$ cat src/rtl/sc_reg_bus_sequencer_pkg.sv
`default_nettype none
// ============================================================================
// sc_reg_bus_sequencer_pkg
// Shared constants, state encoding and request-validity helper for the
// register bus sequencer.
// Revision: 1.0
// ============================================================================
package sc_reg_bus_sequencer_pkg;

  localparam int NUM_REGS = 38;
  localparam int ADDR_W   = 6;

  localparam logic [ADDR_W-1:0] READ_ONLY_DST = 6'h3F;
  localparam logic [ADDR_W-1:0] MAX_IDX       = ADDR_W'(NUM_REGS - 1);

  localparam logic [1:0] ST_IDLE = 2'd0;
  localparam logic [1:0] ST_SEL  = 2'd1;
  localparam logic [1:0] ST_CAPT = 2'd2;
  localparam logic [1:0] ST_WB   = 2'd3;

  // A request is usable when the source names a real register and the
  // destination is either a real register or the read-only marker.
  function automatic logic req_is_valid(input logic [ADDR_W-1:0] src,
                                        input logic [ADDR_W-1:0] dst);
    return (src <= MAX_IDX) && ((dst <= MAX_IDX) || (dst == READ_ONLY_DST));
  endfunction

endpackage
`default_nettype wire

$ cat src/rtl/sc_reg_bus_sequencer_onehot.sv
`default_nettype none
// ============================================================================
// sc_onehot_decoder
// Register index to one-hot vector; indices beyond the vector give all-zero.
// Revision: 1.0
// ============================================================================
module sc_onehot_decoder #(
  parameter int IDX_W = 6,
  parameter int OUT_W = 38
) (
  input  logic [IDX_W-1:0] idx,
  output logic [OUT_W-1:0] onehot
);

  // One comparator per output bit; out-of-range indices match none.
  for (genvar i = 0; i < OUT_W; i++) begin : g_bit
    assign onehot[i] = (idx == IDX_W'(i));
  end

endmodule
`default_nettype wire

$ cat src/rtl/sc_reg_bus_sequencer.sv
`default_nettype none
// ============================================================================
// sc_reg_bus_sequencer
// Round-robin sequencer sharing the register-file read mux and load enables
// between the microcode controller (requester 0) and the host port
// (requester 1). Each transfer runs select -> capture -> write-back.
// Revision: 1.0
// ============================================================================
module sc_reg_bus_sequencer
  import sc_reg_bus_sequencer_pkg::*;
#(
  parameter int DATAWIDTH_DECODER_OUT = 38,
  parameter int DATAWIDTH_BUS         = 32,
  parameter int DATAWIDTH_ADDR        = 6
) (
  input  logic                             SC_BUSSEQ_CLOCK_50,
  input  logic                             SC_BUSSEQ_RESET_InLow,
  input  logic                             SC_BUSSEQ_REQ0_VALID,
  input  logic [DATAWIDTH_ADDR-1:0]        SC_BUSSEQ_REQ0_SRC,
  input  logic [DATAWIDTH_ADDR-1:0]        SC_BUSSEQ_REQ0_DST,
  output logic                             SC_BUSSEQ_REQ0_READY,
  input  logic                             SC_BUSSEQ_REQ1_VALID,
  input  logic [DATAWIDTH_ADDR-1:0]        SC_BUSSEQ_REQ1_SRC,
  input  logic [DATAWIDTH_ADDR-1:0]        SC_BUSSEQ_REQ1_DST,
  output logic                             SC_BUSSEQ_REQ1_READY,
  output logic [DATAWIDTH_DECODER_OUT-1:0] SC_BUSSEQ_MUX_SELECT,
  input  logic [DATAWIDTH_BUS-1:0]         SC_BUSSEQ_BUS_IN,
  output logic [DATAWIDTH_DECODER_OUT-1:0] SC_BUSSEQ_LOAD,
  output logic [DATAWIDTH_BUS-1:0]         SC_BUSSEQ_BUS_OUT,
  output logic                             SC_BUSSEQ_DONE,
  output logic                             SC_BUSSEQ_DONE_ID,
  output logic [DATAWIDTH_BUS-1:0]         SC_BUSSEQ_RDATA,
  output logic                             SC_BUSSEQ_ERR
);

  logic                             clk;
  logic                             rst_n;
  logic [1:0]                       state;
  logic                             last;
  logic [DATAWIDTH_ADDR-1:0]        src_q;
  logic [DATAWIDTH_ADDR-1:0]        dst_q;
  logic [DATAWIDTH_BUS-1:0]         rdata_q;
  logic                             err_q;
  logic                             done_id_q;
  logic                             grant;
  logic                             idle;
  logic                             accept;
  logic                             req_ok;
  logic [DATAWIDTH_ADDR-1:0]        gnt_src;
  logic [DATAWIDTH_ADDR-1:0]        gnt_dst;
  logic [DATAWIDTH_DECODER_OUT-1:0] sel_vec;
  logic [DATAWIDTH_DECODER_OUT-1:0] load_vec;

  assign clk   = SC_BUSSEQ_CLOCK_50;
  assign rst_n = SC_BUSSEQ_RESET_InLow;

  // Round-robin grant: a lone requester wins, a tie goes to the one not served last.
  always_comb begin
    grant = 1'b0;
    if (SC_BUSSEQ_REQ0_VALID && SC_BUSSEQ_REQ1_VALID) begin
      grant = ~last;
    end else begin
      grant = SC_BUSSEQ_REQ1_VALID;
    end
  end

  assign idle    = (state == ST_IDLE);
  assign accept  = idle && (SC_BUSSEQ_REQ0_VALID || SC_BUSSEQ_REQ1_VALID);
  assign gnt_src = grant ? SC_BUSSEQ_REQ1_SRC : SC_BUSSEQ_REQ0_SRC;
  assign gnt_dst = grant ? SC_BUSSEQ_REQ1_DST : SC_BUSSEQ_REQ0_DST;
  assign req_ok  = req_is_valid(gnt_src, gnt_dst);

  assign SC_BUSSEQ_REQ0_READY = idle && !grant;
  assign SC_BUSSEQ_REQ1_READY = idle && grant;

  // Transfer sequencing; rejected requests never leave IDLE.
  always_ff @(posedge clk or negedge rst_n) begin
    if (!rst_n) begin
      state <= ST_IDLE;
    end else begin
      case (state)
        ST_IDLE: if (accept && req_ok) state <= ST_SEL;
        ST_SEL:  state <= ST_CAPT;
        ST_CAPT: state <= ST_WB;
        default: state <= ST_IDLE;
      endcase
    end
  end

  // Acceptance bookkeeping: arbitration history, owner id, error pulse, latched indices.
  always_ff @(posedge clk or negedge rst_n) begin
    if (!rst_n) begin
      last      <= 1'b1;
      done_id_q <= 1'b0;
      err_q     <= 1'b0;
      src_q     <= '0;
      dst_q     <= '0;
    end else begin
      err_q <= 1'b0;
      if (accept) begin
        last      <= grant;
        done_id_q <= grant;
        err_q     <= !req_ok;
        if (req_ok) begin
          src_q <= gnt_src;
          dst_q <= gnt_dst;
        end
      end
    end
  end

  // Capture the mux output at the end of CAPT; it doubles as the write-back value.
  always_ff @(posedge clk or negedge rst_n) begin
    if (!rst_n) begin
      rdata_q <= '0;
    end else if (state == ST_CAPT) begin
      rdata_q <= SC_BUSSEQ_BUS_IN;
    end
  end

  sc_onehot_decoder #(.IDX_W(DATAWIDTH_ADDR), .OUT_W(DATAWIDTH_DECODER_OUT)) u_sel_dec (
    .idx    (src_q),
    .onehot (sel_vec)
  );

  // The read-only marker is out of range, so it decodes to no load at all.
  sc_onehot_decoder #(.IDX_W(DATAWIDTH_ADDR), .OUT_W(DATAWIDTH_DECODER_OUT)) u_load_dec (
    .idx    (dst_q),
    .onehot (load_vec)
  );

  assign SC_BUSSEQ_MUX_SELECT = ((state == ST_SEL) || (state == ST_CAPT)) ? sel_vec : '0;
  assign SC_BUSSEQ_LOAD       = (state == ST_WB) ? load_vec : '0;
  assign SC_BUSSEQ_BUS_OUT    = (state == ST_WB) ? rdata_q : '0;
  assign SC_BUSSEQ_DONE       = (state == ST_WB);
  assign SC_BUSSEQ_DONE_ID    = done_id_q;
  assign SC_BUSSEQ_RDATA      = rdata_q;
  assign SC_BUSSEQ_ERR        = err_q;

endmodule
`default_nettype wire

$ cat config.mk
export PLATFORM = sky130hd
export DESIGN_NAME = sc_reg_bus_sequencer
export DESIGN_NICKNAME = d
export VERILOG_FILES = /design/src/rtl/sc_reg_bus_sequencer_pkg.sv /design/src/rtl/sc_reg_bus_sequencer_onehot.sv /design/src/rtl/sc_reg_bus_sequencer.sv
export SDC_FILE = /design/constraint.sdc
export NUM_CORES = 1
export LEC_CHECK = 0
export CORE_MARGIN = 5
export CORE_UTILIZATION = 39
export DETAILED_ROUTE_END_ITERATION = 8
export PLACE_DENSITY = 0.95
export SYNTH_ARGS = -nofsm -noshare
export SYNTH_HDL_FRONTEND = slang
export SYNTH_SLANG_ARGS = --single-unit
$ cat constraint.sdc
create_clock -name SC_BUSSEQ_CLOCK_50 -period 4.02 [get_ports SC_BUSSEQ_CLOCK_50]
set_input_delay 1.005 -clock SC_BUSSEQ_CLOCK_50 [delete_from_list [all_inputs] [get_ports SC_BUSSEQ_CLOCK_50]]
set_output_delay 1.005 -clock SC_BUSSEQ_CLOCK_50 [all_outputs]
set_load 0.03 [all_outputs]
==> flow_summary_export.csv, run 1 <==
group,metric,value,unit
hold_path,min_path_type,"reg2reg",
clock_network,clockBufferDepth,2,
finish,synthToLayoutAreaGrowth,72.58,%
critical_path,critical_path_class,"reg2out",
clock_network,clock_latency_reported_for_the_late_side_of_the_worst_skew_pair,290,ps
critical_path,end_kind,"output pin",
clock_network,tritoncts,"done",
synth,netlist_instances,307,
global_route,grt_max_degree,50,
synth,yosys.area_share.adder,1.659,%
sta,fin_skew,6.218,ps
global_route,grt_overflow_total,0,
synth,synthesis.nets,371,
sta,fin_setup_tns,0,ps
place,port_buffers,204,
die,floorplan.rows,32,
sta,setup_viol,0,
clock_network,post-cts-setup-buffers,0,
hold_path,min_path_cells,2,
drt,postRouteWirelength,9623,um
sta,report.final.slew_viol_count,0,
drt,number_of_antenna_violating_nets_in_the_routed_design,0,
die,die-area,0.009594,sq mm
critical_path,worst_r2r_path_depth,6,
synth,synth_compound_gate_area_share,4.811,%
sta,smallest_hold_slack,479.4,ps
sta,max_slew.worst_pin.slew,1095,ps
sta,finalWorstPathRequiredPeriod,3748,ps
sta,rsz_0062_raised_after_global_routing,"false",
clock_network,cts.sinks,49,
synth,fraction_of_the_yosys_area_taken_by_sequential_cells,40.69,%
synth,synth.avg_cell_area,9.826,sq um
critical_path,rr_startpoint,"state[0]$_DFFE_PN0P_",
drt,route.detailed.wl_per_inst,15.93,um
synth,dominant_combinational_cell_family_by_area_after_synthesis,"simple AND/OR/NAND/NOR gates",
finish,antennaDiodeCount,0,
die,placeableCoreArea,0.007647,sq mm
hold_path,timing.hold.worst_endpoint,"last$_DFFE_PN1P_",
critical_path,worst_ep_arrival_time,2740,ps
hold_path,worstHoldStart,"last$_DFFE_PN1P_",
synth,mappedNetlistArea,0.003017,sq mm
critical_path,timing.critical_path.from_type,"flop",
drt,drcViolationCount,0,
clock_network,clk_pin_slew,90,ps
synth,synth_cell_types,32,
drt,avgViaCountPerCell,4.970,
clock_network,clock_tree.htree_level_count,2,
drt,detailedRoute.firstPassIterationCount,4,
critical_path,reg2reg_to,"dst_q[1]$_DFFE_PN0P_",
die,io_pins,205,
synth,synth-async-reset-ratio,100.0,%
die,die_height,97.95,um
sta,max_freq,266.8,MHz
finish,nets,565,
global_route,aggregate_global_route_resource_usage,19.21,%
critical_path,timing.reg2reg.setup_slack,1550,ps
run,max_cap_violations,0,
global_route,grt_antenna_before_repair,0,
synth,synth_mux_area_share,22.52,%
sta,post_route_fraction_of_the_period_consumed_by_the_critical_path,93.24,%
drt,drt_iter0_markers,141,
die,fp.dieW,97.95,um
synth,post_synth_xor_area_fraction,0,%
synth,synth.ff_latch_count,49,
synth,number_of_synthesized_flops_with_an_enable_pin,0,
status,outcome,"finished, final reports clean",
synth,synth_simple_gate_area_share,26.55,%
synth,flip_flop_cell_with_the_highest_count_after_synthesis,"dfrtp_1",
power_and_ir_drop,power.density,696.1,mW/mm^2
place,place.detailed.hpwl,7692,um
global_route,grt_first_pass_wirelength,15540,um
clock_network,cts_root_buf,"clkbuf_8",
clock_network,post_cts_resize_count,0,
place,place_congestion,0.8375,
critical_path,critical_path.max_fanout,17,
die,floorplan.initialDensity,39.45,%
power_and_ir_drop,p_leak,1.983,nW
clock_network,number_of_cts_inserted_buffers,5,
global_route,grt_pass1_vias,3141,
finish,drive_above_1_share,15.54,%
synth,synth.yosys.warnings,0,
drt,routed-via-count,3002,
power_and_ir_drop,irDropWorstVdd,393.7,uV
sta,timing_hold_violations_final,0,
clock_network,number_of_buffers_inserted_by_hold_repair_at_cts,0,
sta,slew-limit-headroom,26.98,%
critical_path,required,3010,ps
placed cells by master (no fill, tap or decap), types with 7 or more instances in the layout:
cell type / n
mux2_4: 10
nor3_1: 17
dfrtp_1: 48
clkdlybuf4s50_1: 202
and2_1: 32
nand2_1: 9
nor2_1: 55
mux2_2: 47
nand3b_1: 8
nand2b_1: 7
layout make-up:
type                    count  area [sq um]
fillers                   561          2441
inverters                   6         22.52
well taps                 102         127.6
flip-flops and latches     49          1227
multi-input cells         232          1675
repair buffers            207          2057
clock buffers               6         82.58
clock inverters             2         13.76
per-stage QoR:
stage / util, % / power [mW] / instances / instance area, sq um / setup WS (ps)
after CTS: 68.08 / 3.660 / 604 / 5206 / 269.7
after global placement: 66.82 / 3.270 / 596 / 5110 / 490.5
after global routing: 68.08 / 3.835 / 604 / 5206 / 31.14
final: 68.08 / 3.624 / 604 / 5206 / 271.6
after floorplan: - / 2.454 / 307 / 3017 / 499.6
after detailed placement: 66.82 / 3.348 / 596 / 5110 / 527.6
cells by family (layout without fill, tap and decap cells):
group / after synthesis / after routing
simple gates: 155 / 155
mux: 57 / 57
flops: 49 / 49
buf+inv: 26 / 221
compound gates: 16 / 16
fa+ha+maj: 4 / 4
state kept, by name, summed over array words and instances, names as in the netlist:
| register | count |
|---|---|
| SC_BUSSEQ_ERR | 1 |
| src_q | 6 |
| SC_BUSSEQ_DONE_ID | 1 |
| SC_BUSSEQ_RDATA | 32 |
| state | 2 |
| dst_q | 6 |
| last | 1 |
worst max-delay path: stages, from the launching register on:
cell	delay, ps
dfrtp_1	430
ha_1	490
nand3b_1	350
inv_1	150
nand3_1	150
nor3_1	180
clkdlybuf4s50_1	700
cell usage after synthesis, types with 2 or more instances:
master	instances	area share [%]
mux2_2	47	18
or2_2	2	0.41
or3_1	6	1.2
a211oi_1	2	0.50
mux2_4	10	5.0
or3b_2	2	0.58
dfrtp_1	48	40
a211o_1	4	1.2
clkbuf_1	19	2.4
nor3b_1	2	0.50
ha_1	4	1.7
nand3b_1	8	2.0
o211a_1	2	0.66
nand3_1	6	1.0
nor4_1	6	1.2
nand2b_1	7	1.5
nor2_1	55	6.8
inv_1	6	0.75
nor3_1	17	2.8
or4_1	2	0.50
nand2_1	9	1.1
o21ai_0	2	0.33
and2_1	32	6.6
routing by layer:
layer  track usage, %  vias to the layer above  wire length (um)
met5                0                        -                 0
met4            3.088                        0                56
met3            5.571                        7               796
met2            34.55                      124              4922
met1            23.12                     1423              3847
li1                 -                     1448                 -
where the power goes:
| part | switching, mW | leakage [nW] | total [mW] | internal, mW |
|---|---|---|---|---|
| clock | 0.161 | 0.0512 | 0.301 | 0.140 |
| sequential | 0.272 | 0.575 | 1.02 | 0.752 |
| combinational | 1.25 | 1.36 | 2.30 | 1.05 |
| total | 1.68 | 1.98 | 3.62 | 1.94 |
worst max-delay path by stage:
stage | from | to | depth (start not counted)
after floorplan | state[1]$_DFFE_PN0P_ | SC_BUSSEQ_LOAD[3] | 5
after global placement | SC_BUSSEQ_REQ1_VALID | SC_BUSSEQ_REQ0_READY | 4
after detailed placement | SC_BUSSEQ_REQ1_VALID | SC_BUSSEQ_REQ0_READY | 4
after CTS | state[1]$_DFFE_PN0P_ | SC_BUSSEQ_LOAD[28] | 6
after global routing | state[1]$_DFFE_PN0P_ | SC_BUSSEQ_LOAD[28] | 6
final | state[1]$_DFFE_PN0P_ | SC_BUSSEQ_LOAD[28] | 6
No activity file was read; power rests on OpenSTA's default activity.
==> run 2: changes to the inputs <==
CORE_MARGIN = 4   (was 5)
==> run 2 against run 1 <==
  * Cell count is 0.33% lower
  * Worst setup slack better by 97 ps
  * Clock skew is 0.81 ps lower
  * Combinational power hardly changed
  * Clock power is 6% lower
  * Sequential cell count stayed put
  * Fmax is 2.7% higher
  * Sequential share of layout area hardly changed
  * Critical endpoint is now SC_BUSSEQ_LOAD[35]
  * Largest power group unchanged
==> flow_summary_export.csv, run 2 (synthesis gave the netlist of run 1 again) <==
group,metric,value,unit
critical_path,required,3010,ps
power_and_ir_drop,power.combinational.fraction,63.6,%
sta,post_route_fraction_of_the_period_consumed_by_the_critical_path,90.83,%
clock_network,number_of_buffers_inserted_by_hold_repair_at_cts,0,
drt,route.detailed.wl_per_inst,15.87,um
global_route,grt_first_pass_wirelength,14800,um
die,placeableCoreArea,0.007370,sq mm
critical_path,critical_path.max_fanout,31,
sta,rsz_0062_raised_after_global_routing,"false",
hold_path,worstHoldStart,"last$_DFFE_PN1P_",
die,die_height,95.95,um
clock_network,tritoncts,"done",
drt,number_of_antenna_violating_nets_in_the_routed_design,0,
critical_path,rr_startpoint,"state[0]$_DFFE_PN0P_",
place,port_buffers,204,
clock_network,clockBufferDepth,2,
status,outcome,"finished, final reports clean",
critical_path,crit_chain,"ha_1 > buf_4 > nand3b_1 > nor4_1 > clkdlybuf4s50_1",
hold_path,min_path_type,"reg2reg",
finish,mostFrequentLayoutCells,"202 x clkdlybuf4s50_1, 55 x nor2_1, 48 x dfrtp_1, 47 x mux2_2, 32 x and2_1",
run,max_cap_violations,0,
clock_network,post_cts_resize_count,0,
die,floorplan.initialDensity,40.93,%
power_and_ir_drop,intPower,1.933,mW
critical_path,worst_path_dominant_cell_family,"buffers and inverters",
sta,max_freq,273.9,MHz
power_and_ir_drop,p_leak,1.973,nW
finish,nets,566,
clock_network,clock_latency_reported_for_the_late_side_of_the_worst_skew_pair,290,ps
drt,drt_iter0_markers,51,
sta,timing.final.ws_setup,368.6,ps
place,preCtsSetupSlack,655.0,ps
critical_path,timing.critical_path.from_type,"flop",
clock_network,clk_pin_slew,80,ps
clock_network,cts.sinks,49,
global_route,grt_antenna_before_repair,0,
critical_path,critical_path.max_stage_delay,730,ps
sta,report.final.slew_viol_count,0,
power_and_ir_drop,seq_power_share,28.5,%
power_and_ir_drop,power.density,693.6,mW/mm^2
critical_path,end_kind,"output pin",
critical_path,worst_ep_arrival_time,2650,ps
critical_path,timing.critical_path.from,"state[1]$_DFFE_PN0P_",
drt,detailedRoute.firstPassIterationCount,4,
drt,drcViolationCount,0,
clock_network,number_of_cts_inserted_buffers,5,
die,floorplan.rows,31,
finish,largest_register_ffs,32,
finish,drive_above_1_share,15.51,%
global_route,grt_pass1_vias,3055,
drt,postRouteWirelength,9552,um
critical_path,critical_path_class,"reg2out",
global_route,grt_max_degree,50,
place,place.detailed.hpwl,7616,um
sta,setup_viol,0,
power_and_ir_drop,pwr-share-clk,7.9,%
clock_network,cts_root_buf,"clkbuf_8",
sta,slew-limit-headroom,29.07,%
sta,fin_skew,5.409,ps
sta,max_slew.worst_pin.slew,1064,ps
power_and_ir_drop,irDropWorstVdd,465.6,uV
critical_path,crit_buf_inv,2,
drt,avgViaCountPerCell,5.056,
critical_path,critical-path-slowest-cell,"clkdlybuf4s50_1",
die,fp.dieW,95.95,um
power_and_ir_drop,switching_power,1.675,mW
sta,fin_setup_tns,0,ps
power_and_ir_drop,power.share.switching,46.43,%
die,die-area,0.009206,sq mm
die,io_pins,205,
place,place_congestion,0.8025,
drt,routed-via-count,3044,
finish,layout.cells.most_common,"clkdlybuf4s50_1",
clock_network,post-cts-setup-buffers,0,
sta,finalWorstPathRequiredPeriod,3651,ps
sta,timing_hold_violations_final,0,
clock_network,clock_tree.htree_level_count,2,
global_route,aggregate_global_route_resource_usage,20.08,%
finish,antennaDiodeCount,0,
global_route,grt_overflow_total,0,
finish,synthToLayoutAreaGrowth,72.42,%
[run 2: cell types whose count changed in the layout (fill, tap and decap cells not counted)]
cell and delta:
clkinvlp_4 +2, clkbuf_8 -1, clkbuf_1 +1, clkinv_2 -1, buf_4 +1, clkinv_4 -1
[run 2: final timing paths]
kind	endpoint	cells after the start	slack [ps]
min	last$_DFFE_PN1P_	2	500
min reg2reg	last$_DFFE_PN1P_	2	500
max in group asynchronous	src_q[2]$_DFFE_PN0P_	1	2460
max reg2reg	dst_q[1]$_DFFE_PN0P_	7	1610
min in group asynchronous	SC_BUSSEQ_RDATA[25]$_DFFE_PN0N_	1	900
max	SC_BUSSEQ_LOAD[35]	5	370
[run 2: power by group through the flow]
| stage | Combinational, mW | Sequential, mW | Clock, mW |
|---|---|---|---|
| after floorplan | 1.20 | 1.25 | 0 |
| after global placement | 2.26 | 1.02 | 0 |
| after detailed placement | 2.31 | 1.04 | 0 |
| after CTS | 2.31 | 1.03 | 0.293 |
| after global routing | 2.43 | 1.08 | 0.317 |
| final | 2.29 | 1.03 | 0.284 |
[run 2: tightest hold or removal path: stages, from the launching register on]
cell     delay, ps
dfstp_2        390
nand2_1         50
nand2_1         60
[run 2: layout make-up]
| cell class | count | area [sq um] |
|---|---|---|
| Multi-Input combinational cell | 232 | 1675 |
| Clock buffer | 6 | 72.57 |
| Fill cell | 562 | 2168 |
| Tap cell | 99 | 123.9 |
| Sequential cell | 49 | 1227 |
| Timing Repair Buffer | 208 | 2064 |
| Inverter | 6 | 22.52 |
| Clock inverter | 2 | 15.01 |
[run 2: metal layers]
metal	vias up	part of all wire, %	global-route usage (%)
li1	1448	-	-
met1	1466	40	24.34
met2	126	52	36.25
met3	4	8.2	5.395
met4	0	0.35	2.962
met5	-	0	0
[run 2: metrics by stage]
stage / cell area (sq um) / total power, mW / utilization, % / hold WS, ps / cells
floorplan: 3017 / 2.454 / - / 446.8 / 307
global placement: 5114 / 3.273 / 69.39 / 456.9 / 594
detailed placement: 5114 / 3.347 / 69.39 / 468.7 / 594
CTS: 5201 / 3.637 / 70.58 / 500.4 / 602
global route: 5201 / 3.828 / 70.58 / 525.5 / 602
finish: 5201 / 3.607 / 70.58 / 497.4 / 602
==> run 3: changes to the inputs <==
CORE_ASPECT_RATIO = 0.75   (was unset)
==> run 3 against run 2 <==
  * Clock power is 27% higher
  * Register-to-register slack worse by 90 ps
  * Fmax is 0.44% lower
  * Die area is 0.16% higher
  * Critical path depth is 1 higher
  * Largest cell class unchanged
  * Total power is 2.4% higher
  * Largest power group unchanged
  * Routed wire length is 4.1% higher
  * Cell area is 0.46% higher
==> flow_summary_export.csv, run 3 (synthesis gave the netlist of run 1 again) <==
group,metric,value,unit
clock_network,number_of_buffers_inserted_by_hold_repair_at_cts,0,
die,die_height,84.17,um
finish,finish.utilization,70.30,%
drt,detailedRoute.firstPassIterationCount,4,
sta,fin_setup_tns,0,ps
sta,max_slew.worst_pin.slew,1106,ps
sta,post_route_fraction_of_the_period_consumed_by_the_critical_path,91.24,%
clock_network,number_of_cts_inserted_buffers,5,
die,placeableCoreArea,0.007432,sq mm
power_and_ir_drop,pwr-share-clk,9.7,%
drt,met3_length,784,um
sta,timing_hold_violations_final,0,
place,dpl_cell_area,0.005109,sq mm
finish,drive_above_1_share,15.34,%
drt,drt_iter0_markers,129,
run,max_cap_violations,0,
drt,route.detailed.wl_per_inst,16.49,um
clock_network,clock_tree.htree_level_count,2,
sta,rsz_0062_raised_after_global_routing,"false",
place,port_buffers,204,
die,floorplan.rows,27,
global_route,grt_pass1_vias,3058,
critical_path,end_kind,"output pin",
clock_network,cts.sinks,49,
sta,finalWorstPathRequiredPeriod,3668,ps
finish,synthToLayoutAreaGrowth,73.21,%
global_route,grt_first_pass_wirelength,15600,um
critical_path,rr_startpoint,"state[0]$_DFFE_PN0P_",
power_and_ir_drop,irDropWorstVdd,503.5,uV
critical_path,worst_ep_arrival_time,2660,ps
finish,layout.cells.most_common,"clkdlybuf4s50_1",
power_and_ir_drop,design_power_total,3.693,mW
power_and_ir_drop,switching_power,1.686,mW
drt,drcViolationCount,0,
clock_network,clock_latency_reported_for_the_late_side_of_the_worst_skew_pair,290,ps
drt,met1Wirelength,3812,um
hold_path,timing.hold.worst_endpoint,"last$_DFFE_PN1P_",
power_and_ir_drop,intPower,2.007,mW
die,die-area,0.009221,sq mm
finish,post_layout_nonfiller_instances,603,
place,placed_cells,595,
sta,max_freq,272.6,MHz
global_route,grt_antenna_before_repair,0,
critical_path,reg2reg_to,"dst_q[1]$_DFFE_PN0P_",
clock_network,cts_root_buf,"clkbuf_8",
critical_path,timing.critical_path.from_type,"flop",
critical_path,timing.reg2reg.setup_slack,1520,ps
power_and_ir_drop,power.combinational.fraction,62.2,%
die,io_pins,205,
hold_path,min_path_type,"reg2reg",
hold_path,min_path_cells,2,
clock_network,clk_pin_slew,90,ps
clock_network,post-cts-setup-buffers,0,
clock_network,clockBufferDepth,2,
critical_path,required,3010,ps
drt,avgViaCountPerCell,5.090,
drt,postRouteWirelength,9944,um
sta,setup_viol,0,
place,place.detailed.hpwl,8152,um
clock_network,tritoncts,"done",
global_route,aggregate_global_route_resource_usage,20.93,%
finish,nets,565,
critical_path,critical_path_class,"reg2out",
sta,report.final.slew_viol_count,0,
sta,slew-limit-headroom,26.24,%
drt,routed-via-count,3069,
drt,met2_length,5107,um
power_and_ir_drop,seq_power_share,28.1,%
power_and_ir_drop,power.density,706.7,mW/mm^2
die,floorplan.initialDensity,40.59,%
global_route,grt_overflow_total,0,
die,fp.dieW,109.6,um
power_and_ir_drop,power.share.switching,45.65,%
power_and_ir_drop,p_leak,1.990,nW
finish,final_area,0.005225,sq mm
finish,mostFrequentLayoutCells,"202 x clkdlybuf4s50_1, 55 x nor2_1, 48 x dfrtp_1, 47 x mux2_2, 32 x and2_1",
status,outcome,"finished, final reports clean",
hold_path,worstHoldStart,"last$_DFFE_PN1P_",
drt,highest_layer,"met4",
drt,number_of_antenna_violating_nets_in_the_routed_design,0,
sta,fin_skew,11.57,ps
critical_path,worst_r2r_path_depth,6,
finish,largest_register_ffs,32,
place,place_congestion,0.8509,
finish,antennaDiodeCount,0,
critical_path,critical_path.max_fanout,12,
clock_network,post_cts_resize_count,0,
global_route,grt_max_degree,50,
-- run 3: cell count changes in the layout (fill, tap and decap cells not counted), sizes merged --
cell | previous run | this run
buf | 6 | 5
bufinv | 0 | 1
clkbuf | 6 | 7
clkinvlp | 2 | 0
-- run 3: cell type report --
type                    instances  area [sq um]
clock buffers                   7         86.33
multi-input cells             232          1675
clock inverters                 1         30.03
well taps                     101         126.4
repair buffers                207          2057
inverters                       6         22.52
fillers                       559          2207
flip-flops and latches         49          1227
-- run 3: worst max path at each step --
stage,start,cells past startpoint,to
final,state[1]$_DFFE_PN0P_,6,SC_BUSSEQ_LOAD[28]
after floorplan,state[1]$_DFFE_PN0P_,5,SC_BUSSEQ_LOAD[3]
after CTS,state[1]$_DFFE_PN0P_,6,SC_BUSSEQ_LOAD[28]
after detailed placement,SC_BUSSEQ_REQ1_VALID,4,SC_BUSSEQ_REQ0_READY
after global routing,state[1]$_DFFE_PN0P_,7,SC_BUSSEQ_MUX_SELECT[28]
after global placement,SC_BUSSEQ_REQ1_VALID,4,SC_BUSSEQ_REQ0_READY
-- run 3: metrics by stage --
stage	hold WS (ps)	setup slack (ps)
final	484.2	352.3
after global routing	512.9	156.0
after CTS	487.1	349.6
after detailed placement	471.8	619.1
after global placement	457.0	658.3
after floorplan	446.8	499.6
-- run 3: routing by layer --
metal / track usage (%) / vias to the layer above
li1: - / 1452
met1: 24.56 / 1473
met2: 37.84 / 126
met3: 5.304 / 18
met4: 5.210 / 0
met5: 0 / -
-- run 3: power groups by stage --
stage / registers (mW) / clock network (mW) / logic, mW
final: 1.04 / 0.360 / 2.30
after global routing: 1.09 / 0.397 / 2.43
after CTS: 1.03 / 0.373 / 2.31
after detailed placement: 1.04 / 0 / 2.31
after global placement: 1.02 / 0 / 2.25
after floorplan: 1.25 / 0 / 1.20
-- run 3: worst max-delay path: stages, from the launching register on --
cell and delay (ps):
dfrtp_1 420, ha_1 430, nand3b_1 320, inv_1 170, nand3_1 170, nor3_1 180, clkdlybuf4s50_1 690
